## config.mk

```make
export PLATFORM = sky130hd
export DESIGN_NAME = sonar_capture_ctrl
export DESIGN_NICKNAME = d
export VERILOG_FILES = /design/src/rtl/sonar_capture_pkg.sv /design/src/rtl/sonar_capture_ctrl_axis_reg_slice.sv /design/src/rtl/sonar_capture_ctrl.sv
export SDC_FILE = /design/constraint.sdc
export NUM_CORES = 1
export LEC_CHECK = 0
export BUFFER_PORTS_ARGS = -buffer_cell sky130_fd_sc_hd__clkbuf_2
export CORE_ASPECT_RATIO = 1.5
export CORE_MARGIN = 2
export CORE_UTILIZATION = 45
export DETAILED_ROUTE_END_ITERATION = 6
export PLACE_DENSITY = 0.73
export SLEW_MARGIN = 25
export SYNTH_ARGS = -nofsm -noshare
export SYNTH_HDL_FRONTEND = slang
export SYNTH_SLANG_ARGS = --single-unit
```

## constraint.sdc

```tcl
create_clock -name m_axis_aclk -period 2.61 [get_ports m_axis_aclk]
set_input_delay 0.1305 -clock m_axis_aclk [delete_from_list [all_inputs] [get_ports m_axis_aclk]]
set_output_delay 0.1305 -clock m_axis_aclk [all_outputs]
set_load 0.05 [all_outputs]
```

## src/rtl/sonar_capture_pkg.sv

```systemverilog
// Shared types for the sonar receive-side capture controller.
//   state_e : controller FSM states
//   cfg_t   : per-ping configuration as presented at trigger time
package sonar_capture_pkg;

    localparam int unsigned CntWDefault = 16;

    typedef enum logic [2:0] {
        StIdle    = 3'd0,
        StDelay   = 3'd1,
        StAlign   = 3'd2,
        StCapture = 3'd3,
        StFlush   = 3'd4
    } state_e;

    typedef struct packed {
        logic [CntWDefault-1:0] delay;
        logic [CntWDefault-1:0] capture;
        logic                   align_ws;
    } cfg_t;

endpackage

```

## src/rtl/sonar_capture_ctrl_axis_reg_slice.sv

```systemverilog
// One-deep registered AXI-Stream stage (tdata/tuser/tlast).
//   clk_i, rst_i         : clock, synchronous active-high reset
//   load_i               : capture data_i/user_i/last_i into the register
//   data_i/user_i/last_i : beat to load
//   force_last_i         : set tlast on the beat currently held
//   tready_i             : downstream ready
//   tvalid_o/tdata_o/tuser_o/tlast_o : registered output beat
// load_i must only be asserted when the slot is free (!tvalid_o || tready_i).
module axis_reg_slice #(
    parameter int unsigned DATA_W = 64
) (
    input  logic              clk_i,
    input  logic              rst_i,
    input  logic              load_i,
    input  logic [DATA_W-1:0] data_i,
    input  logic              user_i,
    input  logic              last_i,
    input  logic              force_last_i,
    input  logic              tready_i,
    output logic              tvalid_o,
    output logic [DATA_W-1:0] tdata_o,
    output logic              tuser_o,
    output logic              tlast_o
);

    logic              valid_q;
    logic [DATA_W-1:0] data_q;
    logic              user_q;
    logic              last_q;

    always_ff @(posedge clk_i) begin
        if (rst_i) begin
            valid_q <= 1'b0;
            data_q  <= '0;
            user_q  <= 1'b0;
            last_q  <= 1'b0;
        end else if (load_i) begin
            valid_q <= 1'b1;
            data_q  <= data_i;
            user_q  <= user_i;
            last_q  <= last_i;
        end else if (valid_q && tready_i) begin
            // Data left in place; only valid/last are cleared once accepted.
            valid_q <= 1'b0;
            last_q  <= 1'b0;
        end else if (valid_q && force_last_i) begin
            last_q  <= 1'b1;
        end
    end

    assign tvalid_o = valid_q;
    assign tdata_o  = data_q;
    assign tuser_o  = user_q;
    assign tlast_o  = last_q;

endmodule

```

## src/rtl/sonar_capture_ctrl.sv

```systemverilog
// Receive-side acquisition sequencer for one sonar ping.
//   m_axis_aclk/m_axis_arst : clock, synchronous active-high reset
//   cfg_*                   : delay/capture frame counts and WS-align, sampled at trigger
//   trigger/abort           : single-cycle control pulses
//   s_axis_*                : frames from the I2S receiver
//   m_axis_*                : captured packet to DMA/packetiser
//   busy/done/aborted       : status (done/aborted are one-cycle pulses)
module sonar_capture_ctrl
    import sonar_capture_pkg::*;
#(
    parameter int unsigned CNT_W  = 16,
    parameter int unsigned DATA_W = 64
) (
    input  logic              m_axis_aclk,
    input  logic              m_axis_arst,
    input  logic [CNT_W-1:0]  cfg_delay_frames,
    input  logic [CNT_W-1:0]  cfg_capture_frames,
    input  logic              cfg_align_ws,
    input  logic              trigger,
    input  logic              abort,
    input  logic [DATA_W-1:0] s_axis_tdata,
    input  logic              s_axis_tuser,
    input  logic              s_axis_tvalid,
    output logic              s_axis_tready,
    output logic [DATA_W-1:0] m_axis_tdata,
    output logic              m_axis_tuser,
    output logic              m_axis_tlast,
    output logic              m_axis_tvalid,
    input  logic              m_axis_tready,
    output logic              busy,
    output logic              done,
    output logic              aborted
);

    localparam logic [CNT_W-1:0] One = CNT_W'(1);

    state_e           state_q, state_d;
    logic [CNT_W-1:0] dcnt_q, dcnt_d;
    logic [CNT_W-1:0] ccnt_q, ccnt_d;
    logic             align_q, align_d;
    logic             beat_q, beat_d;    // at least one beat loaded this packet
    logic             pend_q, pend_d;    // abort seen with empty slot: next take closes
    logic             close_q, close_d;  // packet closing due to abort
    logic             done_q, done_d;
    logic             aborted_q, aborted_d;

    logic take, load, in_last, force_last, slot_free;

    assign slot_free = !m_axis_tvalid || m_axis_tready;
    assign take      = s_axis_tvalid && s_axis_tready;

    always_comb begin
        s_axis_tready = 1'b0;
        unique case (state_q)
            StIdle:    s_axis_tready = 1'b1;
            // At dcnt==0 the next frame belongs to the capture, so hold it.
            StDelay:   s_axis_tready = (dcnt_q != '0);
            // A WS-aligned frame is left in the receiver as the first capture beat.
            StAlign:   s_axis_tready = !(s_axis_tvalid && s_axis_tuser);
            StCapture: s_axis_tready = (ccnt_q != '0) && slot_free && !(abort && !beat_q);
            default:   s_axis_tready = 1'b0;
        endcase
    end

    always_comb begin
        state_d    = state_q;
        dcnt_d     = dcnt_q;
        ccnt_d     = ccnt_q;
        align_d    = align_q;
        beat_d     = beat_q;
        pend_d     = pend_q;
        close_d    = close_q;
        done_d     = 1'b0;
        aborted_d  = 1'b0;
        load       = 1'b0;
        in_last    = 1'b0;
        force_last = 1'b0;
        unique case (state_q)
            StIdle: begin
                if (trigger && !abort) begin
                    dcnt_d  = cfg_delay_frames;
                    ccnt_d  = cfg_capture_frames;
                    align_d = cfg_align_ws;
                    beat_d  = 1'b0;
                    pend_d  = 1'b0;
                    close_d = 1'b0;
                    state_d = StDelay;
                end
            end
            StDelay: begin
                if (abort) begin
                    aborted_d = 1'b1;
                    state_d   = StIdle;
                end else if (dcnt_q == '0) begin
                    state_d = align_q ? StAlign : StCapture;
                end else if (take) begin
                    dcnt_d = dcnt_q - One;
                end
            end
            StAlign: begin
                if (abort) begin
                    aborted_d = 1'b1;
                    state_d   = StIdle;
                end else if (s_axis_tvalid && s_axis_tuser) begin
                    state_d = StCapture;
                end
            end
            StCapture: begin
                if (ccnt_q == '0) begin
                    // Zero-length capture: nothing was ever loaded.
                    done_d    = !abort;
                    aborted_d = abort;
                    state_d   = StIdle;
                end else if (take) begin
                    load    = 1'b1;
                    beat_d  = 1'b1;
                    ccnt_d  = ccnt_q - One;
                    in_last = (ccnt_q == One) || pend_q || abort;
                    if (in_last) begin
                        close_d = pend_q || abort;
                        state_d = StFlush;
                    end
                end else if (abort && !pend_q) begin
                    if (!beat_q) begin
                        aborted_d = 1'b1;
                        state_d   = StIdle;
                    end else if (m_axis_tvalid && !m_axis_tready) begin
                        force_last = 1'b1;
                        close_d    = 1'b1;
                        state_d    = StFlush;
                    end else begin
                        pend_d = 1'b1;
                    end
                end
            end
            StFlush: begin
                if (m_axis_tvalid && m_axis_tready) begin
                    done_d    = !close_q;
                    aborted_d = close_q;
                    state_d   = StIdle;
                end
            end
            default: state_d = StIdle;
        endcase
    end

    always_ff @(posedge m_axis_aclk) begin
        if (m_axis_arst) begin
            state_q   <= StIdle;
            dcnt_q    <= '0;
            ccnt_q    <= '0;
            align_q   <= 1'b0;
            beat_q    <= 1'b0;
            pend_q    <= 1'b0;
            close_q   <= 1'b0;
            done_q    <= 1'b0;
            aborted_q <= 1'b0;
        end else begin
            state_q   <= state_d;
            dcnt_q    <= dcnt_d;
            ccnt_q    <= ccnt_d;
            align_q   <= align_d;
            beat_q    <= beat_d;
            pend_q    <= pend_d;
            close_q   <= close_d;
            done_q    <= done_d;
            aborted_q <= aborted_d;
        end
    end

    axis_reg_slice #(
        .DATA_W (DATA_W)
    ) u_slice (
        .clk_i        (m_axis_aclk),
        .rst_i        (m_axis_arst),
        .load_i       (load),
        .data_i       (s_axis_tdata),
        .user_i       (s_axis_tuser),
        .last_i       (in_last),
        .force_last_i (force_last),
        .tready_i     (m_axis_tready),
        .tvalid_o     (m_axis_tvalid),
        .tdata_o      (m_axis_tdata),
        .tuser_o      (m_axis_tuser),
        .tlast_o      (m_axis_tlast)
    );

    assign busy    = (state_q != StIdle);
    assign done    = done_q;
    assign aborted = aborted_q;

endmodule

```

Word-level counts from Yosys, hierarchy flattened
Index checks and enable logic that the tools add are counted.
{ "word_totals": {"ff_bits": 108} }
{ "classes": {"addsub": 2, "eq_ne": 25, "muxes": 68, "n_reduce_logical": 39} }
{ "op_table": {"columns": ["op", "count"], "rows": [
  ["16-bit 2-to-1 mux", 7],
  ["16-bit one-hot mux with 2 select lines", 2],
  ["1-bit 2-to-1 mux", 40],
  ["3-bit 2-to-1 mux", 12],
  ["16-bit logical NOT", 2],
  ["16-bit nonzero test", 2],
  ["16-bit by 1-bit subtractor with 16-bit output, second input constant", 2],
  ["2-bit inequality test, second input constant", 11],
  ["7-bit AND reduction", 3],
  ["3-bit inequality test, second input constant", 6],
  ["16-bit by 1-bit == test with 1-bit output, second input constant", 1],
  ["3-bit one-hot mux with 5 select lines", 1],
  ["1-bit logical AND", 10],
  ["1-bit logical NOT", 8],
  ["4-bit inequality test, second input constant", 2],
  ["1-bit one-hot mux with 2 select lines", 4],
  ["3-bit by 2-bit == test with 1-bit output, second input constant", 2],
  ["2-bit nonzero test", 3],
  ["3-bit nonzero test", 2],
  ["5-bit inequality test, second input constant", 1],
  ["5-bit AND reduction", 1],
  ["1-bit logical OR", 4],
  ["1-bit one-hot mux with 4 select lines", 1],
  ["4-bit AND reduction", 1],
  ["other kinds (6)", 6]
]} }

Logic depth before layout (Yosys ltp)
{ "depth": {"depth_word": 13, "depth_mapped": 10} }

Hierarchy
From an unflattened synthesis, not the netlist that was laid out.
{ "hier_totals": {"cells_unflattened": 608, "hier_area_um2": 5112.4} }
{ "by_module_without_submodules": {"columns": ["module", "n_inst", "cells_per_inst", "area_each_um2", "seq_area_each_um2"], "rows": [
  ["sonar_capture_ctrl", 1, 388, 2715.1, 820.8],
  ["axis_reg_slice", 1, 220, 2397.3, 1341.3]
]} }

Worst setup path after synthesis
OpenSTA, ideal clock, no wires.
{ "synth_path": {"path_kind": "register to register", "startpoint": "reg ccnt_q[0]", "endpoint": "reg ccnt_q[0]", "arrival_time_ps": 2041, "required_time_ps": 2524, "path_slack_ps": 483, "path_stages_with_launch": 10, "n_path_buf": 2, "period_less_slack_ps": 2127, "path_cell_list": "dfxtp_1 inv_1 ha_1 nor4b_2 nand2b_1 o2111a_1 buf_6 or2_1 buf_6 a221oi_2"} }
{ "synth_between": {"elab_chain_cells": 7, "word_cells_on_any_way": 13, "classes_between": "1 x add/sub; 2 x eq/ne; 4 x mux; 6 x reduce/logical"} }
{ "synth_lines": {"columns": ["element", "line", "text"], "rows": [
  ["start, declared", "sonar_capture_ctrl.sv:39", "logic [CNT_W-1:0] ccnt_q, ccnt_d;"],
  ["start signal, assigned", "sonar_capture_ctrl.sv:161", "ccnt_q <= ccnt_d;"],
  ["parallel branches: the longest is 7 deep, another holds 16-bit by 1-bit subtractor with 16-bit output", null, null]
]} }
Several ways; the timed one is not identified. The select of a mux whose other input is x is not followed.
A chain may end at the register's enable or synchronous reset.

Worst setup path after layout
{ "layout_path": {"startpoint": "reg ccnt_q[8]", "endpoint": "out s_axis_tready"} }
{ "layout_between": {"elab_chain_cells": 4} }
{ "layout_lines": {"columns": ["element", "line", "text"], "rows": [
  ["16-bit nonzero test", "sonar_capture_ctrl.sv:60", "StCapture: s_axis_tready = (ccnt_q != '0) && slot_free && !(abort && !beat_q);"],
  ["1-bit logical AND (2 in a row)", "sonar_capture_ctrl.sv:60", null],
  ["1-bit one-hot mux with 4 select lines", "sonar_capture_ctrl.sv:54", "unique case (state_q)"],
  ["end, declared", "sonar_capture_ctrl.sv:24", "output logic s_axis_tready,"]
]} }
Every way passes these cells.

==> results by group <==
Global route
  – Gr ovfl total: 0
  – First-pass GRT wire length: around 24 mm
  – Largest net degree at the start of global routing: between 70 and 80
  – Antenna violations before repair: 0
  – GR Util All Layers: 0.233
  – Vias in the first global route: around 5300

Timing
  – Hold slack: approximately 0.0050 ns
  – Worst Tran Pin Value: 0.606 ns
  – Tcrit/Tclk final: 0.940
  – Fmax: about 410 MHz
  – Max-slew violation count: 0
  – Crit path time final: around 2.5 ns
  – Fin. Hold Viols: 0
  – Max-slew headroom: 0.594
  – Setup skew after layout: between 0.01 and 0.015 ns
  – Setup violations, final: 0
  – Setup TNS: 0 ns
  – Unrepaired setup endpoints after global routing: no

Logic synthesis
  – Syn_nets: 786
  – Largest area contributor in the netlist: dfxtp_1
  – Syn avg cell area: 7.43 µm²
  – Mapped Area: about 5000 µm²
  – Synthesis warning total: 0
  – Synth unique cells: 58
  – Ys async rst share: 0
  – Mapped Cells: 679
  – Ranking of synthesized cells by area: dfxtp_1 (43%), nand2_1 (14%), a21oi_1 (11%)
  – Seq/Total Area, Yosys: 0.428
  – Prevailing post-synth register cell: dfxtp_1
  – Top-area cell type share of the netlist area: 0.428
  – Post-synth EDFFs: 0
  – Flop and latch count out of synthesis: 108

Clock tree
  – CTS tree: yes
  – CTS H-Tree Depth: 3
  – Clk buf depth: 2
  – Post-CTS setup buffer count: 0
  – # clock sinks: between 100 and 150
  – Clock transition at path regs: approximately 0.070 ns
  – Clk_lat worst skew: 0.35 ns
  – CTS Buf Count: 9
  – Root Buffer Master: clkbuf_16

Die
  – Std-Cell Core Area: about 11000 µm²
  – Row cnt: 47
  – Die width: 90.5 µm
  – Initial Util: 0.459
  – DIE AREA: approximately 12000 µm²
  – I/O pin count: 175
  – Chip height: ~130 µm

Routing
  – Drt total wl: around 14 mm
  – DRC viols: 0
  – Top layer in use: met4
  – Post-route ant nets: 0
  – Metal3 WL: approximately 660 µm
  – Pre-antenna DRT Iters: 5
  – Via density: between 5 and 6
  – DRT met1 WL: 5.51 mm
  – Via count: between 5000 and 6000
  – Per-cell routed wire length: around 14 µm
  – Met2 Routed Length: ~7.6 mm
  – DRT iter0 DRCs: ~280

Worst setup path
  – Worst EP arrival: between 2 and 2.5 ns
  – RR Startpoint: state_q[1]
  – CP Max Fanout: 8
  – Setup slack, reg-to-reg: around 0.40 ns
  – Worst setup SP type: flop
  – Critical Path End Type: output port
  – Reg2reg path depth: 7
  – Worst R2R End: ccnt_q[9]
  – Required @ worst endpoint: approximately 2.5 ns
  – Crit Path Class: reg2out

Place
  – DP HPWL: approximately 10 mm
  – Placed Cells incl. Taps: 972
  – Placed inst area: approximately 6000 µm²
  – IO Port Bufs: roughly 170
  – Routability Congestion: slightly above 0.9

Power
  – Lkg Pwr: 0.00280 µW
  – Register share of total power: 0.418
  – Sw frac: 0.341
  – Peak supply drop: 0.385 mV
  – Psw: ~1500 µW
  – Int Pwr: ~2900 µW
  – Clock share of power: 0.299
  – Combinational fraction of design power: 0.283
  – Pwr dens: 651 nW/µm²

Layout
  – Filler-free cell count of the finished design: 1017
  – Proportion of layout cells with a drive suffix above 1: 0.263
  – Antenna Cells: 0
  – Filler cells: 1032
  – Layout area overhead: 32.3%
  – Util after Layout: 0.607
  – Post-route design area: around 6700 µm²
  – Fin nets: roughly 970

Run status
  – Status: complete, no violations

Hold path
  – Hold Path Stages: 3
  – WHS Endpoint: u_slice.tdata_o[8]
  – Hold crit path type: in2reg
  – Worst Min Path Start: s_axis_tdata[8]

Flow run
  – Max Cap Viol: 0
-- cell usage after synthesis (all sizes together) (3+ instances only) --
library cell	count
a211oi	7
a21o	3
a21oi	110
a2bb2oi	4
a31o	4
a31oi	6
and2	3
and3	3
buf	11
clkbuf	34
dfxtp	108
ha	3
inv	10
nand2	188
nand2b	6
nand3	11
nand4	4
nor2	44
nor2b	4
nor3	20
nor4	7
o21ai	46
o31ai	6
or3	5
-- routing by layer --
layer,track usage,vias up
met5,0,-
met4,0.109,0
met3,0.0356,34
met2,0.439,171
met1,0.253,2519
li1,-,2720
-- worst max path at each step --
stage	start	to	slack, ns	cells past startpoint
global placement	ccnt_q[0]	ccnt_q[9]	0.44	8
finish	ccnt_q[8]	s_axis_tready	0.16	5
detailed placement	ccnt_q[0]	ccnt_q[11]	0.35	8
global route	ccnt_q[8]	s_axis_tready	0.03	5
CTS	ccnt_q[0]	s_axis_tready	0.11	7
floorplan	ccnt_q[0]	ccnt_q[0]	0.48	9
-- cells in the final DEF, fill, tap and decap left out, drive strengths merged, types with 5 or more instances in the layout --
cell,Yosys,final
o21ai,46,46
dlygate4sd3,0,30
nor3,20,20
a211oi,7,7
buf,11,18
nor2,44,44
or3,5,5
nand2,188,188
nor4,7,7
clkbuf,34,182
o31ai,6,6
a21oi,110,110
a31oi,6,6
nand3,11,11
nand2b,6,6
dfxtp,108,108
inv,10,13
-- final cells by class --
class,count,area [µm²],area share
Multi-Input combinational cell,516,2670,0.400
Sequential cell,108,2160,0.324
Timing Repair Buffer,221,1340,0.201
Clock buffer,9,225,0.0337
Tap cell,147,184,0.0276
Clock inverter,6,55.1,0.00825
Inverter,10,37.5,0.00562
-- state kept, by name, indices dropped and copies added (netlist names), 3 cells and up --
register	cells
ccnt_q	16
dcnt_q	16
state_q	3
u_slice.tdata_o	64
-- cell families (layout without fill, tap and decap cells) --
family,Yosys count,in the layout,synth area share
xor gates and xnor gates,1,1,0.00174
muxes,2,2,0.00397
and+or+nand+nor,303,303,0.271
buffers and inverters,55,246,0.0466
AOI/OAI and AO/OA,207,207,0.241
adders and majority gates,3,3,0.00744
DFF,108,108,0.428
-- timing repair --
item / 4_1_cts / 5_1_grt
resized for setup: 0 / 2
endpoints found under the setup margin: 0 / 1
endpoints found under the hold margin: 30 / 0
hold buffers: 30 / 0
-- power groups by stage --
stage | registers, µW | clock network [µW] | logic (µW)
final | 1820 | 1300 | 1230
after global routing | 1830 | 1390 | 1370
after CTS | 1820 | 1330 | 1220
after detailed placement | 1850 | 0 | 1180
after global placement | 1850 | 0 | 1160
after floorplan | 1870 | 0 | 816
-- through the flow --
step	worst slack [ns]	power [µW]
after floorplan	0.483	2690
after global placement	0.439	3000
after detailed placement	0.353	3030
after CTS	0.107	4360
after global routing	0.0311	4590
final	0.156	4350
-- critical path, cell delays in order, from the launching register on --
cell	delay, ns
dfxtp_1	0.36
nor4_4	0.54
nand4_1	0.20
and2_1	0.26
a211o_1	0.36
clkbuf_2	0.26
No activity file was read; power rests on OpenSTA's default activity.
